`config.mk`:
```
export PLATFORM = sky130hd
export DESIGN_NAME = z_state_estimator
export DESIGN_NICKNAME = d
export VERILOG_FILES = /design/src/rtl/zest_pkg.sv /design/src/rtl/zest_boxcar.sv /design/src/rtl/z_state_estimator.sv
export SDC_FILE = /design/constraint.sdc
export NUM_CORES = 1
export LEC_CHECK = 0
export BUFFER_PORTS_ARGS = -buffer_cell sky130_fd_sc_hd__buf_2
export CAP_MARGIN = 40
export CORE_UTILIZATION = 57
export CTS_BUF_LIST = sky130_fd_sc_hd__clkbuf_4 sky130_fd_sc_hd__clkbuf_8
export DETAILED_ROUTE_END_ITERATION = 10
export HOLD_SLACK_MARGIN = 0.05
export MAX_ROUTING_LAYER = met4
export PLACE_DENSITY_LB_ADDON = 0.15
export REMOVE_ABC_BUFFERS = 1
export SLEW_MARGIN = 20
export SYNTH_ARGS = -nofsm -noshare
export SYNTH_HDL_FRONTEND = slang
export SYNTH_SLANG_ARGS = --single-unit
```
`constraint.sdc`:
```
create_clock -name clk -period 4.89 [get_ports clk]
set_input_delay 0.7335 -clock clk [delete_from_list [all_inputs] [get_ports clk]]
set_output_delay 0.7335 -clock clk [all_outputs]
set_load 0.01 [all_outputs]
```
`src/rtl/zest_pkg.sv`:
```
// Shared constants, saturation helpers and FSM state type for z_state_estimator.
package zest_pkg;

    localparam int DW_DEFAULT = 16;
    localparam logic signed [DW_DEFAULT-1:0] SAT_MAX = {1'b0, {(DW_DEFAULT-1){1'b1}}};
    localparam logic signed [DW_DEFAULT-1:0] SAT_MIN = {1'b1, {(DW_DEFAULT-1){1'b0}}};

    typedef enum logic {
        FILL = 1'b0,
        RUN  = 1'b1
    } zest_state_e;

    // Clamp a wide signed value into the range of a w-bit signed word.
    function automatic logic signed [63:0] sat(input logic signed [63:0] v, input int w);
        logic signed [63:0] hi;
        logic signed [63:0] lo;
        hi = (64'sd1 <<< (w - 1)) - 64'sd1;
        lo = -hi - 64'sd1;
        if (v > hi) return hi;
        if (v < lo) return lo;
        return v;
    endfunction

    function automatic logic is_sat(input logic signed [63:0] v, input int w);
        return sat(v, w) != v;
    endfunction

endpackage

```
`src/rtl/zest_boxcar.sv`:
```
// Boxcar history for z_state_estimator: N-deep circular sample buffer,
// write pointer, saturating fill count and running window sum.
module zest_boxcar #(
    parameter int DW       = 16,
    parameter int AVG_LOG2 = 2
) (
    input  logic                         clk,
    input  logic                         rst_n,
    input  logic                         clear,
    input  logic                         wr_en,
    input  logic signed [DW-1:0]         wr_data,
    output logic signed [DW+AVG_LOG2-1:0] sum,
    output logic [AVG_LOG2:0]            fill_cnt
);

    localparam int unsigned N  = 1 << AVG_LOG2;
    localparam int          SW = DW + AVG_LOG2;
    localparam int          CW = AVG_LOG2 + 1;

    logic signed [DW-1:0] mem_q [N];
    logic signed [DW-1:0] mem_d [N];
    logic [AVG_LOG2-1:0]  wptr_q, wptr_d;
    logic [CW-1:0]        cnt_q, cnt_d;
    logic signed [SW-1:0] sum_q, sum_d;

    // Unwritten slots hold zero, so the oldest-sample subtraction is correct while filling.
    always_comb begin
        mem_d  = mem_q;
        wptr_d = wptr_q;
        cnt_d  = cnt_q;
        sum_d  = sum_q;
        if (clear) begin
            for (int unsigned i = 0; i < N; i++) mem_d[i] = '0;
            wptr_d = '0;
            cnt_d  = '0;
            sum_d  = '0;
        end else if (wr_en) begin
            mem_d[wptr_q] = wr_data;
            sum_d         = sum_q + SW'(wr_data) - SW'(mem_q[wptr_q]);
            wptr_d        = wptr_q + 1'b1;
            cnt_d         = (cnt_q == CW'(N)) ? cnt_q : cnt_q + 1'b1;
        end
    end

    always_ff @(posedge clk or negedge rst_n) begin
        if (!rst_n) begin
            for (int unsigned i = 0; i < N; i++) mem_q[i] <= '0;
            wptr_q <= '0;
            cnt_q  <= '0;
            sum_q  <= '0;
        end else begin
            mem_q  <= mem_d;
            wptr_q <= wptr_d;
            cnt_q  <= cnt_d;
            sum_q  <= sum_d;
        end
    end

    assign sum      = sum_q;
    assign fill_cnt = cnt_q;

endmodule

```
`src/rtl/z_state_estimator.sv`:
```
// Vertical-position sensor front-end: boxcar average, setpoint subtract, velocity differencer.
// Optional outlier rejection enabled by defining ZEST_OUTLIER_REJECT_EN.
module z_state_estimator
    import zest_pkg::*;
#(
    parameter int DW         = DW_DEFAULT,
    parameter int AVG_LOG2   = 2,
    parameter int VEL_SHIFT  = 0,
    parameter int OUTLIER_TH = 1000
) (
    input  logic                 clk,
    input  logic                 rst_n,
    input  logic                 adc_valid,
    input  logic signed [DW-1:0] adc_data,
    input  logic signed [DW-1:0] z_ref,
    input  logic                 clear,
    output logic signed [DW-1:0] z_pos,
    output logic signed [DW-1:0] z_vel,
    output logic                 est_valid,
    output logic                 primed,
    output logic                 sat_event,
    output logic [7:0]           reject_cnt
);

    localparam int unsigned N  = 1 << AVG_LOG2;
    localparam int          SW = DW + AVG_LOG2;
    localparam int          CW = AVG_LOG2 + 1;

`ifdef ZEST_OUTLIER_REJECT_EN
    localparam bit OUTLIER_EN = 1'b1;
`else
    localparam bit OUTLIER_EN = 1'b0;
`endif

    zest_state_e          state_q, state_d;
    logic                 accept, reject, nth;
    logic signed [DW-1:0] sample_in;
    logic signed [SW-1:0] sum;
    logic [CW-1:0]        fill_cnt;
    logic signed [63:0]   dev;

    logic                 v1_q, v1_d;
    logic                 first1_q, first1_d;
    logic signed [DW-1:0] zref_q, zref_d;
    logic signed [DW-1:0] last_q, last_d;
    logic [7:0]           rej_q, rej_d;

    logic signed [DW-1:0] avg, pos;
    logic signed [63:0]   pos_raw, vel_raw;
    logic                 pos_clamped, vel_clamped;

    logic signed [DW-1:0] z_pos_q, z_pos_d;
    logic signed [DW-1:0] z_vel_q, z_vel_d;
    logic signed [DW-1:0] pos_prev_q, pos_prev_d;
    logic                 est_q, est_d;
    logic                 sat_q, sat_d;

    zest_boxcar #(
        .DW       (DW),
        .AVG_LOG2 (AVG_LOG2)
    ) u_boxcar (
        .clk      (clk),
        .rst_n    (rst_n),
        .clear    (clear),
        .wr_en    (accept),
        .wr_data  (sample_in),
        .sum      (sum),
        .fill_cnt (fill_cnt)
    );

    // Stage 1: acceptance, outlier substitution, FSM and setpoint capture.
    always_comb begin
        accept = adc_valid && !clear;
        dev    = 64'(adc_data) - 64'(last_q);
        if (dev < 0) dev = -dev;
        reject    = OUTLIER_EN && accept && (state_q == RUN) && (dev > 64'(OUTLIER_TH));
        sample_in = reject ? last_q : adc_data;
        nth       = accept && (state_q == FILL) && (fill_cnt == CW'(N - 1));

        state_d = state_q;
        if (clear)    state_d = FILL;
        else if (nth) state_d = RUN;

        v1_d     = accept && ((state_q == RUN) || nth);
        first1_d = nth;
        zref_d   = accept ? z_ref : zref_q;
        last_d   = accept ? sample_in : last_q;
        rej_d    = (reject && (rej_q != 8'hFF)) ? rej_q + 8'd1 : rej_q;
    end

    // Stages 2/3: average, position error, velocity and output register update.
    always_comb begin
        avg         = DW'(sum >>> AVG_LOG2);
        pos_raw     = 64'(avg) - 64'(zref_q);
        pos         = DW'(sat(pos_raw, DW));
        pos_clamped = is_sat(pos_raw, DW);
        vel_raw     = first1_q ? 64'sd0 : ((64'(pos) - 64'(pos_prev_q)) <<< VEL_SHIFT);
        vel_clamped = is_sat(vel_raw, DW);

        est_d      = v1_q && !clear;
        z_pos_d    = z_pos_q;
        z_vel_d    = z_vel_q;
        pos_prev_d = pos_prev_q;
        sat_d      = 1'b0;
        if (est_d) begin
            z_pos_d    = pos;
            z_vel_d    = DW'(sat(vel_raw, DW));
            pos_prev_d = pos;
            sat_d      = pos_clamped || vel_clamped;
        end
    end

    always_ff @(posedge clk or negedge rst_n) begin
        if (!rst_n) begin
            state_q    <= FILL;
            v1_q       <= 1'b0;
            first1_q   <= 1'b0;
            zref_q     <= '0;
            last_q     <= '0;
            rej_q      <= '0;
            z_pos_q    <= '0;
            z_vel_q    <= '0;
            pos_prev_q <= '0;
            est_q      <= 1'b0;
            sat_q      <= 1'b0;
        end else begin
            state_q    <= state_d;
            v1_q       <= v1_d;
            first1_q   <= first1_d;
            zref_q     <= zref_d;
            last_q     <= last_d;
            rej_q      <= rej_d;
            z_pos_q    <= z_pos_d;
            z_vel_q    <= z_vel_d;
            pos_prev_q <= pos_prev_d;
            est_q      <= est_d;
            sat_q      <= sat_d;
        end
    end

    assign z_pos      = z_pos_q;
    assign z_vel      = z_vel_q;
    assign est_valid  = est_q;
    assign sat_event  = sat_q;
    assign primed     = (state_q == RUN);
    assign reject_cnt = rej_q;

endmodule

```
==> metrics.txt, run 1 <==
FFs w/ async S/R, synth 100%; CTS tree yes; aggregate global-route resource usage 26.4%; die area 0.0168 sq mm; post-synth top area share 37.8%; Avg Vias per Cell between 5 and 6; count leader, synth nand2_1; CTS Buf Count 17; Setup CP Type reg2reg; Max Freq a little over 200 MHz; Startpoint Class flip-flop; Slew @ Worst Pin slightly below 0.8 ns; Pre-antenna DRT Iters 4; Vias 7,383; crit-path leading delay family compound AO/OA/AOI/OAI gates; port bufs 70; Skew-Pair Late Insertion Delay about 0.46 ns; hpwl dp 14.8 mm; area grow syn2layout 17.3%; Hold Buf Count CTS 0; sequential area share after synthesis a little under two fifths; initial antenna violation count 0; count of nets after finishing 1,255; critical path fanouts, max 5; CORE AREA 0.0159 sq mm; # fillers 1,339; setup TNS 0 ns; drt drc 0; clk sinks 140; DR WL/cell between 15 and 20 um; Die X-Extent 129 um; Ant. Diodes 0; FF-to-FF Start u_boxcar.sum[2]$_DFFE_PN0P_; Worst-path clk slew 0.08 ns; Clock Skew 0.0123 ns; Starting Density approximately 58%; Std-Cell Rows 46; Final Cycle Share 98.9%; post-route ant nets 0; CP cell instances inv_2 -> ha_4 -> fa_2 -> nor2b_4 -> o31ai_4 -> a2111oi_4 -> a2111oi_4 -> a21oi_2 -> a21o_2 -> buf_6 -> maj3_2 -> ha_4 -> or3_4 -> o32ai_4 -> o2111a_2 -> o21a_2 -> a311oi_4 -> buf_12 -> maj3_1 -> o31ai_1; Gate Count Post-Synth just over 1,000; Placed Cells around 1,300; Critical Path Max Stage Delay 0.40 ns; vias in the first global route 6,887; ys flop type dfrtp_1; share of cells above drive strength 1 21.8%; min-delay worst type in2async; DR iter-0 viols 266; max-slew violations 0; RSZ-0062 raised after global routing true; crit path DAT 5.19 ns; Synth area leader dfrtp_1; post-layout min period 4.84 ns; ranking of synthesized cells by area dfrtp_1, nand2_1, ha_1, a21oi_1, inv_1; CTS max path bufs 2; Worst EP required ~5.2 ns; mapped cell area 0.00926 sq mm; clk root buf clkbuf_8; GR Overflow Total 0; Synth cell types 75; largest net degree at the start of global routing 75; top cells by count, synth nand2_1, dfrtp_1, inv_1; Worst Setup SP u_boxcar.sum[2]$_DFFE_PN0P_; Hold Vio Cnt, Final 0; WL final 20.6 mm; IO Pins approximately 80; final setup fails 0; critical path capture point type flip-flop; Worst slew margin 48.3%; number of flops mapped to enable cells by yosys 0; first-pass GRT wire length about 33 mm; H-tree levels 4; FF+latch count, synth 140; average cell area after synthesis between 8 and 9 sq um; final non-filler cell total 1,370; CP max stage cell dfrtp_1; Placer Congestion ~0.85; YS warnings 0; Die Span Y 129 um; outcome complete, no violations; maxcap violations 0; number of buffers and inverters on the critical path 3
==> flip-flops by register name, summed over array words and instances, names as in the netlist <==
register	flops
u_boxcar.mem_q	64
u_boxcar.sum	18
pos_prev_q	16
z_vel	16
zref_q	16
u_boxcar.fill_cnt	3
u_boxcar.wptr_q	2
est_valid	1
first1_q	1
primed	1
sat_event	1
v1_q	1
==> final timing paths <==
path / endpoint / slack [ns] / cells after the start
setup / recovery: z_vel[7]$_DFFE_PN0P_ / 0.05 / 20
hold / removal: z_vel[15]$_DFFE_PN0P_ / 0.20 / 1
setup reg to reg: z_vel[7]$_DFFE_PN0P_ / 0.05 / 20
hold reg to reg: z_vel[12]$_DFFE_PN0P_ / 0.47 / 2
max in group asynchronous: u_boxcar.mem_q[57]$_DFFE_PN0P_ / 3.67 / 2
min in group clk: zref_q[12]$_DFFE_PN0P_ / 0.47 / 3
==> area by class of cell <==
type / instances / area, sq um / area share [%]
Clock buffer: 21 / 270 / 2.49
Inverter: 117 / 442 / 4.07
Timing Repair Buffer: 134 / 940 / 8.65
Multi-Input combinational cell: 731 / 5340 / 49.1
Tap cell: 216 / 270 / 2.49
Clock inverter: 11 / 96.3 / 0.887
Sequential cell: 140 / 3500 / 32.3
==> timing repair <==
| action | in CTS | in global routing |
|---|---|---|
| setup endpoints to repair | 16 | 16 |
| resized for setup | 6 | 51 |
| cloned | 0 | 4 |
| pin swaps | 3 | 26 |
| buffers inserted | 1 | 16 |
==> per-layer routing <==
metal | wire, um | GRT usage (%)
met5 | 0 | -
met4 | 447 | 9.10
met3 | 700 | 3.51
met2 | 10400 | 44.6
met1 | 9020 | 32.6
==> cells by family after synthesis <==
group | share of synthesized area, %
AND/OR/NAND/NOR | 14.3
AO/OA/AOI/OAI | 16.8
buffers and inverters | 7.43
flip-flops | 37.8
adder cells (fa/ha/maj) | 14.2
XOR/XNOR | 3.78
multiplexers | 5.69
other | 0.0405
==> layout by cell type, fill, tap and decap left out, types with 18 or more instances in the layout <==
master	instances
nor2_1	62
clkbuf_8	18
a21oi_1	90
buf_2	69
buf_4	56
dfrtp_1	140
xnor2_1	29
ha_1	50
o21ai_0	35
nand2_1	195
inv_1	112
==> metrics by stage <==
stage / hold WS [ns] / area (sq um) / util (%) / worst slack (ns)
final: 0.205 / 10900 / 68.4 / 0.0528
after global routing: 0.233 / 10900 / 68.4 / -0.110
after CTS: 0.219 / 10400 / 65.6 / 0.00198
after detailed placement: 0.460 / 10000 / 63.0 / -0.296
after global placement: 0.456 / 10000 / 63.0 / -0.165
after floorplan: 0.438 / 9030 / - / -0.539
Power of run 1 is not shown: default switching activity piles up to over one toggle a cycle in this logic, so the estimate is an artifact.
==> inputs of run 2 (changes only) <==
--- a/config.mk
+++ b/config.mk
@@ -12,7 +12,7 @@
 export DETAILED_ROUTE_END_ITERATION = 10
 export HOLD_SLACK_MARGIN = 0.05
 export MAX_ROUTING_LAYER = met4
-export PLACE_DENSITY_LB_ADDON = 0.15
+export PLACE_DENSITY = 0.9
 export REMOVE_ABC_BUFFERS = 1
 export SLEW_MARGIN = 20
 export SYNTH_ARGS = -nofsm -noshare
==> run 2 against run 1 <==
The flow now finishes with violations (negative setup slack). Global-route usage increased by 1.1 points. Utilization increased by 0.79 points. Cell area increased by 1.2%. Setup slack got worse by 0.17 ns. Critical path depth increased by 2. Non-clock buffer count decreased by 15. Hold slack about the same. First-iteration DRC count increased by 130%. Die area unchanged. Clock skew increased by 0.0019 ns. Sequential cell count unchanged. Sequential share of layout area decreased by 0.37 points. Critical path type unchanged. Largest cell class unchanged.
==> metrics.txt, run 2 (synthesis results as in run 1) <==
share of cells above drive strength 1 21.6% (was 21.8%); critical path fanouts, max 5 (unchanged); RSZ-0062 raised after global routing true (unchanged); min-delay worst type in2async (unchanged); Placed Cells 1,302 (was 1,317); CTS tree yes (unchanged); hpwl dp 15.0 mm (was 14.8 mm); R2R cell count 22 (was 20); Worst-path clk slew 0.08 ns (about the same); Starting Density 58.3% (unchanged); Placer Congestion 0.896 (was 0.853); critical path capture point type flip-flop (unchanged); R2R Setup Slk -0.12 ns (was 0.05 ns); area grow syn2layout 18.6% (was 17.3%); first-pass GRT wire length 34.5 mm (was 33.4 mm); Die X-Extent 129 um (unchanged); Std-Cell Rows 46 (unchanged); port bufs 70 (unchanged); largest register by flop count u_boxcar.mem_q (unchanged); # fillers 1,140 (was 1,339); Vias 7,841 (was 7,383); area of the multi-input gates 0.00543 sq mm (was 0.00534 sq mm); post-placement cell area 0.00994 sq mm (was 0.0100 sq mm); crit path DAT 5.38 ns (was 5.19 ns); GR Overflow Total 0 (unchanged); Slew @ Worst Pin 0.762 ns (was 0.776 ns); drt drc 0 (unchanged); Worst slew margin 49.2% (was 48.3%); max reg flops 64 (unchanged); largest net degree at the start of global routing 71 (was 75); max-slew violations 0 (unchanged); CTS Buf Count 17 (unchanged); aggregate global-route resource usage 27.5% (was 26.4%); post-layout min period 5.01 ns (was 4.84 ns); Avg Vias per Cell 5.79 (was 5.39); WL final 23.2 mm (was 20.6 mm); die area 0.0168 sq mm (unchanged); DR iter-0 viols 612 (was 266); DR WL/cell 17.2 um (was 15.0 um); clk sinks 140 (unchanged); setup slack at placement -0.226 ns (was -0.296 ns); Hold Vio Cnt, Final 0 (unchanged); IO Pins 79 (unchanged); M1 GR Usage 31.5% (was 32.6%); Max Freq 200 MHz (was 207 MHz); Sequential cell area 0.00350 sq mm (unchanged); most common cell after layout, fill and taps aside nand2_1 (unchanged); FF-to-FF Start u_boxcar.sum[3]$_DFFE_PN0P_ (was u_boxcar.sum[2]$_DFFE_PN0P_); final setup fails 13 (was 0); count of nets after finishing 1,240 (was 1,255); outcome finished, violations left (was complete, no violations); Post-Layout Inst Area 0.0110 sq mm (was 0.0109 sq mm); Hold Buf Count CTS 0 (unchanged); Pre-antenna DRT Iters 6 (was 4); final core occ 69.1% (was 68.4%); worst setup slack after layout -0.120 ns (was 0.0528 ns); failing checks negative setup slack; routing usage on met2 47.8% (was 44.6%); Skew-Pair Late Insertion Delay 0.46 ns (about the same); initial antenna violation count 1 (was 0); final non-filler cell total 1,354 (was 1,370); clk root buf clkbuf_8 (unchanged); global-route track usage on met3 5.66% (was 3.51%); Clock Skew 0.0142 ns (was 0.0123 ns); most used routing layer met2 (unchanged); R2R Path End sat_event$_DFF_PN0_ (was z_vel[7]$_DFFE_PN0P_); Setup CP Type reg2reg (unchanged); vias in the first global route 7,441 (was 6,887); Worst EP required 5.26 ns (was 5.24 ns); post-route ant nets 0 (unchanged); Die Span Y 129 um (unchanged); Startpoint Class flip-flop (unchanged); most frequent cells in the layout nand2_1, dfrtp_1, inv_1 (unchanged); H-tree levels 4 (unchanged); CORE AREA 0.0159 sq mm (unchanged); maxcap violations 0 (unchanged); CTS max path bufs 2 (unchanged); Final Cycle Share 102% (was 98.9%)
==> run 2: layer usage <==
layer / part of all wire [%] / vias to the layer above / routed length, um
met2: 53 / 321 / 12200
met5: 0 / - / 0
met3: 5.8 / 64 / 1340
li1: - / 3635 / -
met4: 2.8 / 0 / 648
met1: 39 / 3821 / 9040
==> run 2: worst max path at each step <==
stage / start / endpoint / depth (start not counted)
5_1_grt: u_boxcar.sum[3]$_DFFE_PN0P_ / sat_event$_DFF_PN0_ / 22
3_3_place_gp: u_boxcar.sum[2]$_DFFE_PN0P_ / z_vel[1]$_DFFE_PN0P_ / 23
2_1_floorplan: zref_q[1]$_DFFE_PN0P_ / z_vel[9]$_DFFE_PN0P_ / 19
3_5_place_dp: zref_q[1]$_DFFE_PN0P_ / z_vel[5]$_DFFE_PN0P_ / 20
4_1_cts: u_boxcar.sum[7]$_DFFE_PN0P_ / z_vel[5]$_DFFE_PN0P_ / 21
6_report: u_boxcar.sum[3]$_DFFE_PN0P_ / sat_event$_DFF_PN0_ / 22
==> run 2: final cells by class <==
class / count / area share, %
timing repair buffer: 119 / 7.80
inverter: 117 / 4.00
clock inverter: 10 / 1.95
multi-input combinational: 731 / 49.5
clock buffer: 20 / 2.39
tap: 216 / 2.46
antenna: 1 / 0.0228
sequential: 140 / 31.9
==> run 2: through the flow <==
| step | TNS, ns | hold slack, ns |
|---|---|---|
| after floorplan | -8.22 | 0.438 |
| after global placement | -0.0698 | 0.452 |
| after detailed placement | -2.63 | 0.462 |
| after CTS | 0 | 0.205 |
| after global routing | -3.42 | 0.218 |
| final | -0.545 | 0.204 |
==> run 2: what timing repair did <==
item,4_1_cts,5_1_grt
hold endpoints to repair,0,0
setup endpoints to repair,16,16
resized for setup,7,61
gates cloned,0,4
pin swaps,4,39
buffers inserted,1,16
==> run 2: critical path: stages, from the launching register on <==
cell,delay (ns)
dfrtp_1,0.46
inv_2,0.12
fa_2,0.44
nor2b_4,0.16
o31ai_4,0.11
a2111oi_4,0.47
a2111oi_4,0.11
a21oi_2,0.16
a21o_2,0.21
inv_2,0.07
maj3_2,0.34
ha_2,0.18
inv_2,0.05
fa_2,0.23
a21oi_2,0.08
o21ai_2,0.20
o221ai_2,0.16
o21ba_4,0.26
o21ai_4,0.16
a31oi_4,0.17
clkbuf_16,0.20
or4_1,0.47
o211ai_1,0.12
Power of run 2 is left out for the same reason.
==> inputs of run 3 (changes only) <==
--- a/config.mk
+++ b/config.mk
@@ -5,14 +5,15 @@
 export SDC_FILE = /design/constraint.sdc
 export NUM_CORES = 1
 export LEC_CHECK = 0
+export ABC_AREA = 1
 export BUFFER_PORTS_ARGS = -buffer_cell sky130_fd_sc_hd__buf_2
 export CAP_MARGIN = 40
-export CORE_UTILIZATION = 57
+export CORE_UTILIZATION = 40
 export CTS_BUF_LIST = sky130_fd_sc_hd__clkbuf_4 sky130_fd_sc_hd__clkbuf_8
 export DETAILED_ROUTE_END_ITERATION = 10
 export HOLD_SLACK_MARGIN = 0.05
 export MAX_ROUTING_LAYER = met4
-export PLACE_DENSITY = 0.9
+export PLACE_DENSITY = 0.69
 export REMOVE_ABC_BUFFERS = 1
 export SLEW_MARGIN = 20
 export SYNTH_ARGS = -nofsm -noshare
==> run 3 against run 2 <==
The run now ends clean. Register-to-register slack improved by 0.90 ns. Wire length rose by 2.6%. Synthesized cell count rose by 25%. First-iteration DRC count rose by 4.6%. Non-clock buffer count fell by 35. Die area rose by 48%. Hold slack got worse by 0.0036 ns. Critical endpoint is now z_vel[5]$_DFFE_PN0P_.
==> metrics.txt, run 3 <==
CTS Buf Count 17 (unchanged); Std-Cell Rows 56 (was 46); most common cell after layout, fill and taps aside nand2_1 (unchanged); post-layout min period 4.11 ns (was 5.01 ns); max reg flops 64 (unchanged); Vias 8,487 (was 7,841); clk sinks 140 (unchanged); H-tree levels 4 (unchanged); Ant. Diodes 0 (was 1); DR WL/cell 14.1 um (was 17.2 um); Leak 5.63 nW; first-pass GRT wire length 39.8 mm (was 34.5 mm); max-slew violations 0 (unchanged); WL final 23.8 mm (was 23.2 mm); mapped cell area 0.00964 sq mm (was 0.00926 sq mm); R2R Setup Slk 0.78 ns (was -0.12 ns); Pre-antenna DRT Iters 5 (was 6); post-synth top area share 36.4% (was 37.8%); Starting Density 40.9% (was 58.3%); most frequent cells in the layout nand2_1, inv_1, dfrtp_1 (was nand2_1, dfrtp_1, inv_1); Avg Vias per Cell 5.03 (was 5.79); average cell area after synthesis 7.42 sq um (was 8.94 sq um); Gate Count Post-Synth 1,299 (was 1,036); port bufs 70 (unchanged); worst setup slack after layout 0.783 ns (was -0.120 ns); crit path DAT 4.43 ns (was 5.38 ns); outcome complete, no violations (was finished, violations left); Synth cell types 40 (was 75); Hold Vio Cnt, Final 0 (unchanged); DR iter-0 viols 640 (was 612); count leader, synth nand2_1 (unchanged); RSZ-0062 raised after global routing false (was true); number of flops mapped to enable cells by yosys 0 (unchanged); FF+latch count, synth 140 (unchanged); drt drc 0 (unchanged); FFs w/ async S/R, synth 100% (unchanged); share of cells above drive strength 1 13.1% (was 21.6%); Placer Congestion 0.967 (was 0.896); hpwl dp 18.0 mm (was 15.0 mm); CTS tree yes (unchanged); Clock Skew 0.0123 ns (was 0.0142 ns); Die X-Extent 157 um (was 129 um); IO Pins 79 (unchanged); setup TNS 0 ns (was -0.545 ns); Max Freq 244 MHz (was 200 MHz); vias in the first global route 8,151 (was 7,441); initial antenna violation count 0 (was 1); Startpoint Class flip-flop (unchanged); critical path fanouts, max 16 (was 5); Final Cycle Share 84.0% (was 102%); Post-CTS Repair Setup Buffers 0 (was 1); Slew @ Worst Pin 0.722 ns (was 0.762 ns); Placed Cells 1,656 (was 1,302); Worst EP required 5.22 ns (was 5.26 ns); maxcap violations 0 (unchanged); R2R cell count 27 (was 22); PwrDens 776 mW/mm^2; GR Overflow Total 0 (unchanged); post-route ant nets 0 (unchanged); clk root buf clkbuf_8 (unchanged); ranking of synthesized cells by area dfrtp_1, nand2_1, ha_1, o21ai_0, inv_1 (was dfrtp_1, nand2_1, ha_1, a21oi_1, inv_1); critical path capture point type flip-flop (unchanged); aggregate global-route resource usage 21.0% (was 27.5%); die area 0.0247 sq mm (was 0.0168 sq mm); Die Span Y 157 um (was 129 um); Peak supply drop 0.358 mV; Synth area leader dfrtp_1 (unchanged); setup slack at placement 0.768 ns (was -0.226 ns); sequential area share after synthesis 36.4% (was 37.8%); Worst-path clk slew 0.09 ns (was 0.08 ns); largest register by flop count u_boxcar.mem_q (unchanged); CORE AREA 0.0235 sq mm (was 0.0159 sq mm); R2R Path End z_vel[5]$_DFFE_PN0P_ (was sat_event$_DFF_PN0_); final setup fails 0 (was 13); area grow syn2layout 11.4% (was 18.6%); min-delay worst type in2async (unchanged); Setup CP Type reg2reg (unchanged); final non-filler cell total 1,688 (was 1,354); count of nets after finishing 1,470 (was 1,240); Hold Buf Count CTS 0 (unchanged); largest net degree at the start of global routing 74 (was 71); Worst slew margin 51.9% (was 49.2%); ys flop type dfrtp_1 (unchanged); FF-to-FF Start u_boxcar.sum[2]$_DFFE_PN0P_ (was u_boxcar.sum[3]$_DFFE_PN0P_); CTS max path bufs 2 (unchanged); top cells by count, synth nand2_1, inv_1, dfrtp_1 (was nand2_1, dfrtp_1, inv_1); Skew-Pair Late Insertion Delay 0.46 ns (about the same); YS warnings 0 (unchanged); CTS resizes 0 (was 7)
## run 3: power breakdown
| part | switching, mW | internal (mW) | leakage, nW | total, mW |
|---|---|---|---|---|
| logic | 3.75 | 2.04 | 3.55 | 5.79 |
| clock network | 0.518 | 0.522 | 0.211 | 1.04 |
| registers | 0.138 | 1.36 | 1.86 | 1.50 |
| total | 4.41 | 3.93 | 5.63 | 8.33 |
## run 3: area by class of cell
type                            count  area, sq um
Inverter                          180          676
Clock buffer                       18          241
Fill cell                        2427        12800
Multi-Input combinational cell    933         5210
Sequential cell                   140         3500
Tap cell                          319          399
Clock inverter                     14          185
Timing Repair Buffer               84          524
## run 3: stage by stage
| stage | hold WS [ns] | total power, mW | cell area (sq um) | util, % |
|---|---|---|---|---|
| 3_5_place_dp | 0.443 | 7.27 | 10300 | 43.8 |
| 6_report | 0.201 | 8.33 | 10700 | 45.6 |
| 3_3_place_gp | 0.443 | 7.22 | 10200 | 43.4 |
| 5_1_grt | 0.212 | 9.23 | 10700 | 45.6 |
| 2_1_floorplan | 0.438 | 5.94 | 9380 | - |
| 4_1_cts | 0.205 | 8.35 | 10700 | 45.6 |
## run 3: routing by layer
metal | vias to the layer above | wire length (um) | track usage [%]
met5 | - | 0 | -
met4 | 0 | 261 | 4.81
met3 | 23 | 937 | 3.41
met2 | 200 | 11600 | 35.1
met1 | 4005 | 11000 | 26.7
li1 | 4259 | - | -
## run 3: critical path, stage by stage, from the launching register on
cell and delay, ns:
dfrtp_1 0.33, inv_1 0.08, ha_1 0.23, fa_1 0.41
inv_1 0.07, nand3_1 0.06, nand2_1 0.13, nand2_1 0.08
nand2_2 0.09, nand2_2 0.07, nand3_1 0.08, nand2_2 0.09
nand2_4 0.31, nand2_1 0.11, nand2_2 0.11, ha_1 0.15
inv_1 0.04, fa_1 0.41, nand3_1 0.11, nand2_1 0.08
nand2_1 0.08, nand2_2 0.08, nand2_2 0.09, nand3_1 0.08
nand2_2 0.12, nand3_2 0.25, nand2_1 0.14, a21oi_1 0.08
## run 3: cells by family (layout without fill, tap and decap cells)
group | after synthesis | after routing | share of synthesized area, %
compound gates | 255 | 255 | 14.2
simple gates | 575 | 575 | 26.3
fa+ha+maj | 78 | 78 | 11.6
xor+xnor | 17 | 17 | 1.55
other cells | 1 | 8 | 0.0389
buf+inv | 233 | 296 | 9.93
flops | 140 | 140 | 36.4
## run 3: worst max-delay path by stage
| stage | end | from |
|---|---|---|
| after floorplan | z_vel[0]$_DFFE_PN0P_ | u_boxcar.sum[2]$_DFFE_PN0P_ |
| after global placement | z_vel[0]$_DFFE_PN0P_ | u_boxcar.sum[2]$_DFFE_PN0P_ |
| after detailed placement | z_vel[5]$_DFFE_PN0P_ | u_boxcar.sum[2]$_DFFE_PN0P_ |
| after CTS | z_vel[7]$_DFFE_PN0P_ | u_boxcar.sum[2]$_DFFE_PN0P_ |
| after global routing | z_vel[1]$_DFFE_PN0P_ | u_boxcar.sum[2]$_DFFE_PN0P_ |
| final | z_vel[5]$_DFFE_PN0P_ | u_boxcar.sum[2]$_DFFE_PN0P_ |
Note: power is estimated with default switching activity, not from simulation.
